<file path="src/rtl/mc_pkg.sv">
// Shared encodings for the multicycle control FSM.
// Macro MULTICYCLE_ADDI_EN adds the ADDIEX/ADDIWB states for opcode 001000.
package mc_pkg;

   typedef enum logic [3:0] {
      StFetch   = 4'd0,
      StDecode  = 4'd1,
      StMemAddr = 4'd2,
      StMemRd   = 4'd3,
      StMemWb   = 4'd4,
      StMemWr   = 4'd5,
      StExec    = 4'd6,
      StRwb     = 4'd7,
      StBranch  = 4'd8,
`ifdef MULTICYCLE_ADDI_EN
      StJump    = 4'd9,
      StAddiEx  = 4'd10,
      StAddiWb  = 4'd11
`else
      StJump    = 4'd9
`endif
   } state_e;

   localparam logic [5:0] OpRType = 6'b000000;
   localparam logic [5:0] OpLw    = 6'b100011;
   localparam logic [5:0] OpSw    = 6'b101011;
   localparam logic [5:0] OpBeq   = 6'b000100;
   localparam logic [5:0] OpJ     = 6'b000010;
   localparam logic [5:0] OpAddi  = 6'b001000;

   localparam logic [1:0] AluOpAdd   = 2'b00;
   localparam logic [1:0] AluOpSub   = 2'b01;
   localparam logic [1:0] AluOpFunct = 2'b10;
   localparam logic [1:0] AluOpAddi  = 2'b11;

   localparam logic [1:0] PcSrcAlu    = 2'd0;
   localparam logic [1:0] PcSrcAluOut = 2'd1;
   localparam logic [1:0] PcSrcJump   = 2'd2;

   localparam logic [1:0] AluBRt      = 2'd0;
   localparam logic [1:0] AluBFour    = 2'd1;
   localparam logic [1:0] AluBSext    = 2'd2;
   localparam logic [1:0] AluBSextSh2 = 2'd3;

   typedef struct packed {
      logic       pc_write;
      logic       iord;
      logic       mem_read;
      logic       mem_write;
      logic       ir_write;
      logic       reg_dst;
      logic       reg_write;
      logic       mem_to_reg;
      logic       alu_src_a;
      logic [1:0] alu_src_b;
      logic [1:0] alu_op;
      logic [1:0] pc_source;
   } ctrl_t;

   // Last state of every instruction; leaving it retires the instruction.
   function automatic logic is_final(input state_e s);
      case (s)
         StMemWb, StMemWr, StRwb, StBranch, StJump: is_final = 1'b1;
`ifdef MULTICYCLE_ADDI_EN
         StAddiWb: is_final = 1'b1;
`endif
         default: is_final = 1'b0;
      endcase
   endfunction

endpackage

</file>
<file path="src/rtl/mc_decode.sv">
// Combinational state-to-control decode; only PCWrite looks at Zero (beq).
// Macro MULTICYCLE_ADDI_EN enables the addi state decodes.
module mc_decode
   import mc_pkg::*;
(
   input  state_e i_state,
   input  logic   i_zero,
   output ctrl_t  o_ctrl
);

   always_comb begin
      o_ctrl = '0;
      case (i_state)
         StFetch: begin
            o_ctrl.mem_read  = 1'b1;
            o_ctrl.ir_write  = 1'b1;
            o_ctrl.pc_write  = 1'b1;
            o_ctrl.alu_src_b = AluBFour;
            o_ctrl.alu_op    = AluOpAdd;
            o_ctrl.pc_source = PcSrcAlu;
         end
         StDecode: begin
            o_ctrl.alu_src_b = AluBSextSh2;
            o_ctrl.alu_op    = AluOpAdd;
         end
         StMemAddr: begin
            o_ctrl.alu_src_a = 1'b1;
            o_ctrl.alu_src_b = AluBSext;
            o_ctrl.alu_op    = AluOpAdd;
         end
         StMemRd: begin
            o_ctrl.mem_read = 1'b1;
            o_ctrl.iord     = 1'b1;
         end
         StMemWb: begin
            o_ctrl.reg_write  = 1'b1;
            o_ctrl.mem_to_reg = 1'b1;
         end
         StMemWr: begin
            o_ctrl.mem_write = 1'b1;
            o_ctrl.iord      = 1'b1;
         end
         StExec: begin
            o_ctrl.alu_src_a = 1'b1;
            o_ctrl.alu_src_b = AluBRt;
            o_ctrl.alu_op    = AluOpFunct;
         end
         StRwb: begin
            o_ctrl.reg_write = 1'b1;
            o_ctrl.reg_dst   = 1'b1;
         end
         StBranch: begin
            o_ctrl.alu_src_a = 1'b1;
            o_ctrl.alu_src_b = AluBRt;
            o_ctrl.alu_op    = AluOpSub;
            o_ctrl.pc_source = PcSrcAluOut;
            o_ctrl.pc_write  = i_zero;
         end
         StJump: begin
            o_ctrl.pc_write  = 1'b1;
            o_ctrl.pc_source = PcSrcJump;
         end
`ifdef MULTICYCLE_ADDI_EN
         StAddiEx: begin
            o_ctrl.alu_src_a = 1'b1;
            o_ctrl.alu_src_b = AluBSext;
            o_ctrl.alu_op    = AluOpAddi;
         end
         StAddiWb: begin
            o_ctrl.reg_write = 1'b1;
         end
`endif
         default: o_ctrl = '0;
      endcase
   end

endmodule

</file>
<file path="src/rtl/multicycle_control.sv">
// Multicycle MIPS-style control FSM with retired-instruction counter.
// Macro MULTICYCLE_ADDI_EN adds the addi (001000) execute/writeback path.
module multicycle_control
   import mc_pkg::*;
(
   input  logic        clk,
   input  logic        rst_n,
   input  logic [5:0]  OpCode,
   input  logic        Zero,
   output logic        PCWrite,
   output logic        IorD,
   output logic        MemRead,
   output logic        MemWrite,
   output logic        IRWrite,
   output logic        RegDst,
   output logic        RegWrite,
   output logic        MemtoReg,
   output logic        ALUSrcA,
   output logic [1:0]  ALUSrcB,
   output logic [1:0]  ALUOp,
   output logic [1:0]  PCSource,
   output logic [3:0]  State,
   output logic        Illegal,
   output logic [31:0] InstrCount
);

   state_e      r_state;
   state_e      w_state_next;
   logic        r_illegal;
   logic        w_illegal_next;
   logic [31:0] r_instr_cnt;
   logic [31:0] w_instr_cnt_next;
   ctrl_t       w_ctrl;

   always_ff @(posedge clk or negedge rst_n) begin
      if (!rst_n) begin
         r_state     <= StFetch;
         r_illegal   <= 1'b0;
         r_instr_cnt <= 32'd0;
      end else begin
         r_state     <= w_state_next;
         r_illegal   <= w_illegal_next;
         r_instr_cnt <= w_instr_cnt_next;
      end
   end

   always_comb begin
      w_state_next   = StFetch;
      w_illegal_next = 1'b0;
      case (r_state)
         StFetch: w_state_next = StDecode;
         StDecode: begin
            case (OpCode)
               OpRType:   w_state_next = StExec;
               OpLw, OpSw: w_state_next = StMemAddr;
               OpBeq:     w_state_next = StBranch;
               OpJ:       w_state_next = StJump;
`ifdef MULTICYCLE_ADDI_EN
               OpAddi:    w_state_next = StAddiEx;
`endif
               default: begin
                  w_state_next   = StFetch;
                  w_illegal_next = 1'b1;
               end
            endcase
         end
         StMemAddr: w_state_next = (OpCode == OpSw) ? StMemWr : StMemRd;
         StMemRd:   w_state_next = StMemWb;
         StExec:    w_state_next = StRwb;
`ifdef MULTICYCLE_ADDI_EN
         StAddiEx:  w_state_next = StAddiWb;
`endif
         default:   w_state_next = StFetch;
      endcase
   end

   // Every final state exits to FETCH, so retiring is just "leaving a final state".
   always_comb begin
      w_instr_cnt_next = r_instr_cnt;
      if (is_final(r_state)) begin
         w_instr_cnt_next = r_instr_cnt + 32'd1;
      end
   end

   mc_decode u_decode (
      .i_state (r_state),
      .i_zero  (Zero),
      .o_ctrl  (w_ctrl)
   );

   assign PCWrite    = w_ctrl.pc_write;
   assign IorD       = w_ctrl.iord;
   assign MemRead    = w_ctrl.mem_read;
   assign MemWrite   = w_ctrl.mem_write;
   assign IRWrite    = w_ctrl.ir_write;
   assign RegDst     = w_ctrl.reg_dst;
   assign RegWrite   = w_ctrl.reg_write;
   assign MemtoReg   = w_ctrl.mem_to_reg;
   assign ALUSrcA    = w_ctrl.alu_src_a;
   assign ALUSrcB    = w_ctrl.alu_src_b;
   assign ALUOp      = w_ctrl.alu_op;
   assign PCSource   = w_ctrl.pc_source;
   assign State      = r_state;
   assign Illegal    = r_illegal;
   assign InstrCount = r_instr_cnt;

endmodule

</file>
<file path="config.mk">
export PLATFORM = sky130hd
export DESIGN_NAME = multicycle_control
export DESIGN_NICKNAME = d
export VERILOG_FILES = /design/src/rtl/mc_pkg.sv /design/src/rtl/mc_decode.sv /design/src/rtl/multicycle_control.sv
export SDC_FILE = /design/constraint.sdc
export NUM_CORES = 1
export LEC_CHECK = 0
export CAP_MARGIN = 20
export CORE_MARGIN = 2
export CORE_UTILIZATION = 51
export CTS_BUF_LIST = sky130_fd_sc_hd__clkbuf_2 sky130_fd_sc_hd__clkbuf_4 sky130_fd_sc_hd__clkbuf_8
export DETAILED_ROUTE_END_ITERATION = 8
export PLACE_DENSITY = 0.94
export SLEW_MARGIN = 20
export SYNTH_ARGS = -nofsm -noshare
export SYNTH_HDL_FRONTEND = slang
export SYNTH_SLANG_ARGS = --single-unit
export TNS_END_PERCENT = 5
</file>
<file path="constraint.sdc">
create_clock -name clk -period 2.9 [get_ports clk]
set_input_delay 0.29 -clock clk [delete_from_list [all_inputs] [get_ports clk]]
set_output_delay 0.29 -clock clk [all_outputs]
set_load 0.1 [all_outputs]
</file>
* Yosys cells after proc, flatten, opt, wreduce, memory -nomap -nowiden *
Index checks and enable logic that the tools add are counted.

operators by class
  add/sub/neg operators = 1
  multiplexer cells = 17
  equality and inequality tests = 13
  reduce and logical (&&, ||, !) cells = 10

operators by type and width
  cell                                                 number
  one-hot mux 4 bit (5 select lines)                   2
  adder 32 x 1 -> 32 bit, second input constant        1
  equality test 4 x 3 -> 1 bit, second input constant  4
  one-hot mux 4 bit (4 select lines)                   1
  equality test 6 bit, second input constant           2
  2-to-1 mux 1 bit                                     11
  OR reduction 2 bit                                   5
  OR reduction 5 bit                                   2
  equality test 4 x 2 -> 1 bit, second input constant  2
  equality test 4 bit, second input constant           2
  equality test 6 x 2 -> 1 bit, second input constant  1
  equality test 6 x 3 -> 1 bit, second input constant  1
  zero test 6 bit                                      1
  equality test 4 x 1 -> 1 bit, second input constant  1
  zero test 4 bit                                      1
  one-hot mux 2 bit (2 select lines)                   1
  2-to-1 mux 3 bit                                     1
  OR reduction 3 bit                                   1
  one-hot mux 1 bit (2 select lines)                   1

storage, ports and cells
  word-level logic and storage cells = 44
  output and inout port bits = 52
  flip-flop bits (word level) = 37
  input bits = 9

* Depth between registers and ports, before layout *
  word-level depth = 4
  depth in mapped cells = 6
  gate-level depth less buffers = 6

* Cells and area by module *
Synthesis repeated with hierarchy kept, for this count alone.

second synthesis, totals
  cells, all modules = 199
  area, all modules = 2,031.9 µm²

modules (own cells, without submodules)
  module              cells an instance  seq. area each (µm²)  instances  area an instance (µm²)
  multicycle_control  172                925.9                 1          1,818.0
  mc_decode           27                 0.0                   1          214.0

* Worst setup path before layout *
No wires, ideal clock.

  kind = reg2out
  from = register r_state[3], in the netlist State[3]
  to = output PCWrite
  required time = 2,610 ps
  path slack = -1,582 ps
  stages on the path, launching flop included = 4
  arrival time = 4,192 ps
  path buffers = 1
  cells stage by stage = dfrtp_1 -> clkbuf_1 -> nor2_1 -> nor4_1

on the way
  word-level cells in the longest chain between the ends = 3
  elaborated cells between the ends (all ways) = 5
  classes of those cells = eq/ne (2); mux (1); reduce/logical (2)

ends and longest elaborated chain
  what                                                           RTL line                  RTL
  start, declared                                                multicycle_control.sv:27  state_e r_state;
  start signal, assigned                                         multicycle_control.sv:37  r_state <= StFetch;
  start signal, assigned                                         multicycle_control.sv:41  r_state <= w_state_next;
  equality test 4 bit / zero test 4 bit (equally long branches)  mc_decode.sv:13           case (i_state)
  OR reduction 2 bit (no source line)                            --
  one-hot mux 1 bit (2 select lines) (*)                         mc_decode.sv:13
  end, declared                                                  multicycle_control.sv:10  output logic PCWrite,

Mark *: on every way between the ends. The rest lies on a longest branch, timed or not.

* Final worst setup path *
  from = register r_state[0], in the netlist State[0]
  to = output ALUSrcB[1]

on the way
  word-level cells in the longest chain between the ends = 2
  elaborated cells between the ends (all ways) = 6
  classes of those cells = eq/ne (4); mux (1); reduce/logical (1)

ends and longest elaborated chain
  what                                               RTL line                  RTL
  equality test 4 bit, or another cell as far along  mc_decode.sv:13
  one-hot mux 4 bit (5 select lines) (*)             mc_decode.sv:13
  end, declared                                      multicycle_control.sv:19  output logic [1:0] ALUSrcB,

Marks and branches as above.

==> results_dict.tcl <==
set metrics [dict create \
    synthFlopType "dfrtp_1" \
    drt_wl_total_mm 4.26 \
    endpoint_kind "output port" \
    power.density_nw_per_um2 810 \
    finalHoldViolCount 0 \
    place_inst 297 \
    ys_top_cells_by_area "dfrtp_1 48%, xnor2_1 8.2%, xor2_1 8.2%, nor2_1 4.3%, nand3_1 4.2%" \
    drive_gt1_share_pct 29.6 \
    dpl.hpwl_mm 3.18 \
    outcome "finished clean" \
    antenna_found_initial 0 \
    ios 61 \
    yosysWarnings 0 \
    first_pass_iters 4 \
    critical_path.max_stage_delay_ns 0.69 \
    synth_top_cell_by_area "dfrtp_1" \
    yosysTopAreaCellShare_pct 48.2 \
    synthCells 195 \
    cts_max_path_buffers 2 \
    ir_worst_vdd_mv 0.868 \
    fin_crit_ns 2.17 \
    ant_nets 0 \
    core_sq_um 3630 \
    overflow 0 \
    row_count 22 \
    yosys-top-cells-count "37 x dfrtp_1, 22 x nor2_1, 18 x xnor2_1, 18 x xor2_1, 16 x nand3_1" \
    h-tree-depth 2 \
    r2r_start "State[2]" \
    path_class "reg -> out" \
    wl_per_cell_um 14.0 \
    arrival_ns 1.88 \
    via_per_inst 5.36 \
    worst-path-max-fanout 17 \
    cpMaxStageDelayCell "dfrtp_1" \
    cts_buffers 5 \
    final_cells 305 \
    fin_util_pct 71.4 \
    io_buffers 60 \
    critPathBufInv 1 \
    async_flop_share_pct 100 \
    synth_edf_count 0 \
    tightest_slew_ns 0.659 \
    syn_to_final_growth_pct 35.0 \
    power.leakage_nw 1.27 \
    clock_latency_ns 0.29 \
    yosysUniqueCellTypes 33 \
    synth_area_sq_um 1920 \
    crit_chain "xor2_1 -> nor3b_2 -> buf_4" \
    die_h_um 65.4 \
    crit_path_start_kind "flip-flop" \
    fmax_ghz 0.461 \
    remaining_drc_errors 0 \
    cts_tree "built" \
    cts.sinks 37 \
    grt_pass1_vias 1682 \
    critical_path.top_delay_family "flip-flops" \
    avgSynthCellArea_sq_um 9.85 \
    syn_nets 205 \
    final_nets 266 \
    gp_congestion 0.861 \
    design.die.area_sq_um 4270 \
    maxCapViolCount 0 \
    hold_buffers 0 \
    grt_start_max_net_pins 38 \
    relSlewSlack_pct 56.1 \
    vias 1636 \
    die_w_um 65.4 \
    cts_root_buf "clkbuf_8" \
    slew_violations 0 \
    start_util_pct 52.9 \
    hold_path_class "in -> async" \
    diodes 0 \
    clock_skew_ns 0.00360 \
    synth.ff_latch_count 37 \
    worstPathRequired_ns 2.61 \
    grtUsageTotal_pct 22.5 \
    cts_setup_buffers 0 \
    ys_seq_area_share_pct 48.2 \
    finalSetupViolCount 0 \
    rsz0062_at_grt "false" \
    drtIter0Drc 123 \
    cts_resized 0 \
    setup-tns-final_ns 0 \
    startpoint "State[0]" \
    yosysMostFrequentCell "dfrtp_1" \
    path_clk_slew_ns 0.07 \
    period_share_pct 74.8 \
    grt_pass1_wl_mm 7.45 \
]
[flip-flops by register name, indices dropped and copies added (netlist names)]
register    flops
State           4
InstrCount     32
Illegal         1
[worst register-to-register path: cells and delay by family, from the launching register on]
kind	cells	cell delay, ns
compound gates	1	0.32
flops	1	0.77
simple gates	3	0.78
xor+xnor	1	0.16
[cell families after synthesis]
group / synth area share, %
compound gates: 4.10
xor+xnor: 16.4
fa+ha+maj: 0.651
buf+inv: 3.26
flops: 48.2
mux: 0.586
simple gates: 26.8
[where the power goes]
part / switching (W) / leakage [nW] / internal, W
Combinational: 0.000786 / 0.704 / 0.000204
Clock: 0.000179 / 0.0619 / 0.000290
Sequential: 0.0000864 / 0.507 / 0.000557
Total: 0.00105 / 1.27 / 0.00105
[routing by layer]
layer	GRT usage, %	wire [um]	up-vias
met5	0	0	-
met4	6.25	49	0
met3	5.99	223	5
met2	39.5	2160	47
met1	27.3	1820	787
li1	-	-	797
[cell type report]
class	count	area (sq um)
Clock buffer	7	90.1
Inverter	8	30.0
Tap cell	48	60.1
Sequential cell	37	926
Timing Repair Buffer	61	478
Clock inverter	1	30.0
Multi-Input combinational cell	143	980
Fill cell	279	1040
[placed cells by master (no fill, tap or decap), types with 2 or more instances in the layout]
master / instances
clkdlybuf4s50_1: 8
clkbuf_8: 6
o31ai_1: 2
nand2_1: 12
nand4_1: 5
xor2_1: 18
nor2_1: 22
nand2b_1: 3
o21a_1: 2
or3_1: 2
nor3_2: 7
dfrtp_1: 37
nor3_1: 8
nand3_1: 16
xnor2_1: 18
inv_1: 8
and3_1: 8
nor4_1: 3
nor4_2: 3
buf_4: 53
[stage by stage]
step / worst slack (ns) / power (W) / hold WS (ns) / area, sq um
after floorplan: -0.744 / 0.00145 / -0.00559 / 1970
after global placement: 0.914 / 0.00163 / 0.458 / 2470
after detailed placement: 0.852 / 0.00164 / 0.470 / 2470
after CTS: 0.706 / 0.00211 / 0.437 / 2590
after global routing: 0.580 / 0.00219 / 0.472 / 2590
final: 0.732 / 0.00210 / 0.424 / 2590
[path summary, 6_finish.rpt]
path	slack (ns)	end	depth (start not counted)
max in group asynchronous	2.16	State[0]	2
max	0.73	ALUSrcB[1]	3
min in group clk	0.48	InstrCount[31]	1
min reg2reg	0.48	InstrCount[31]	1
min	0.42	InstrCount[18]	2
max reg2reg	0.80	InstrCount[28]	5
No activity file was read; power rests on OpenSTA's default activity.
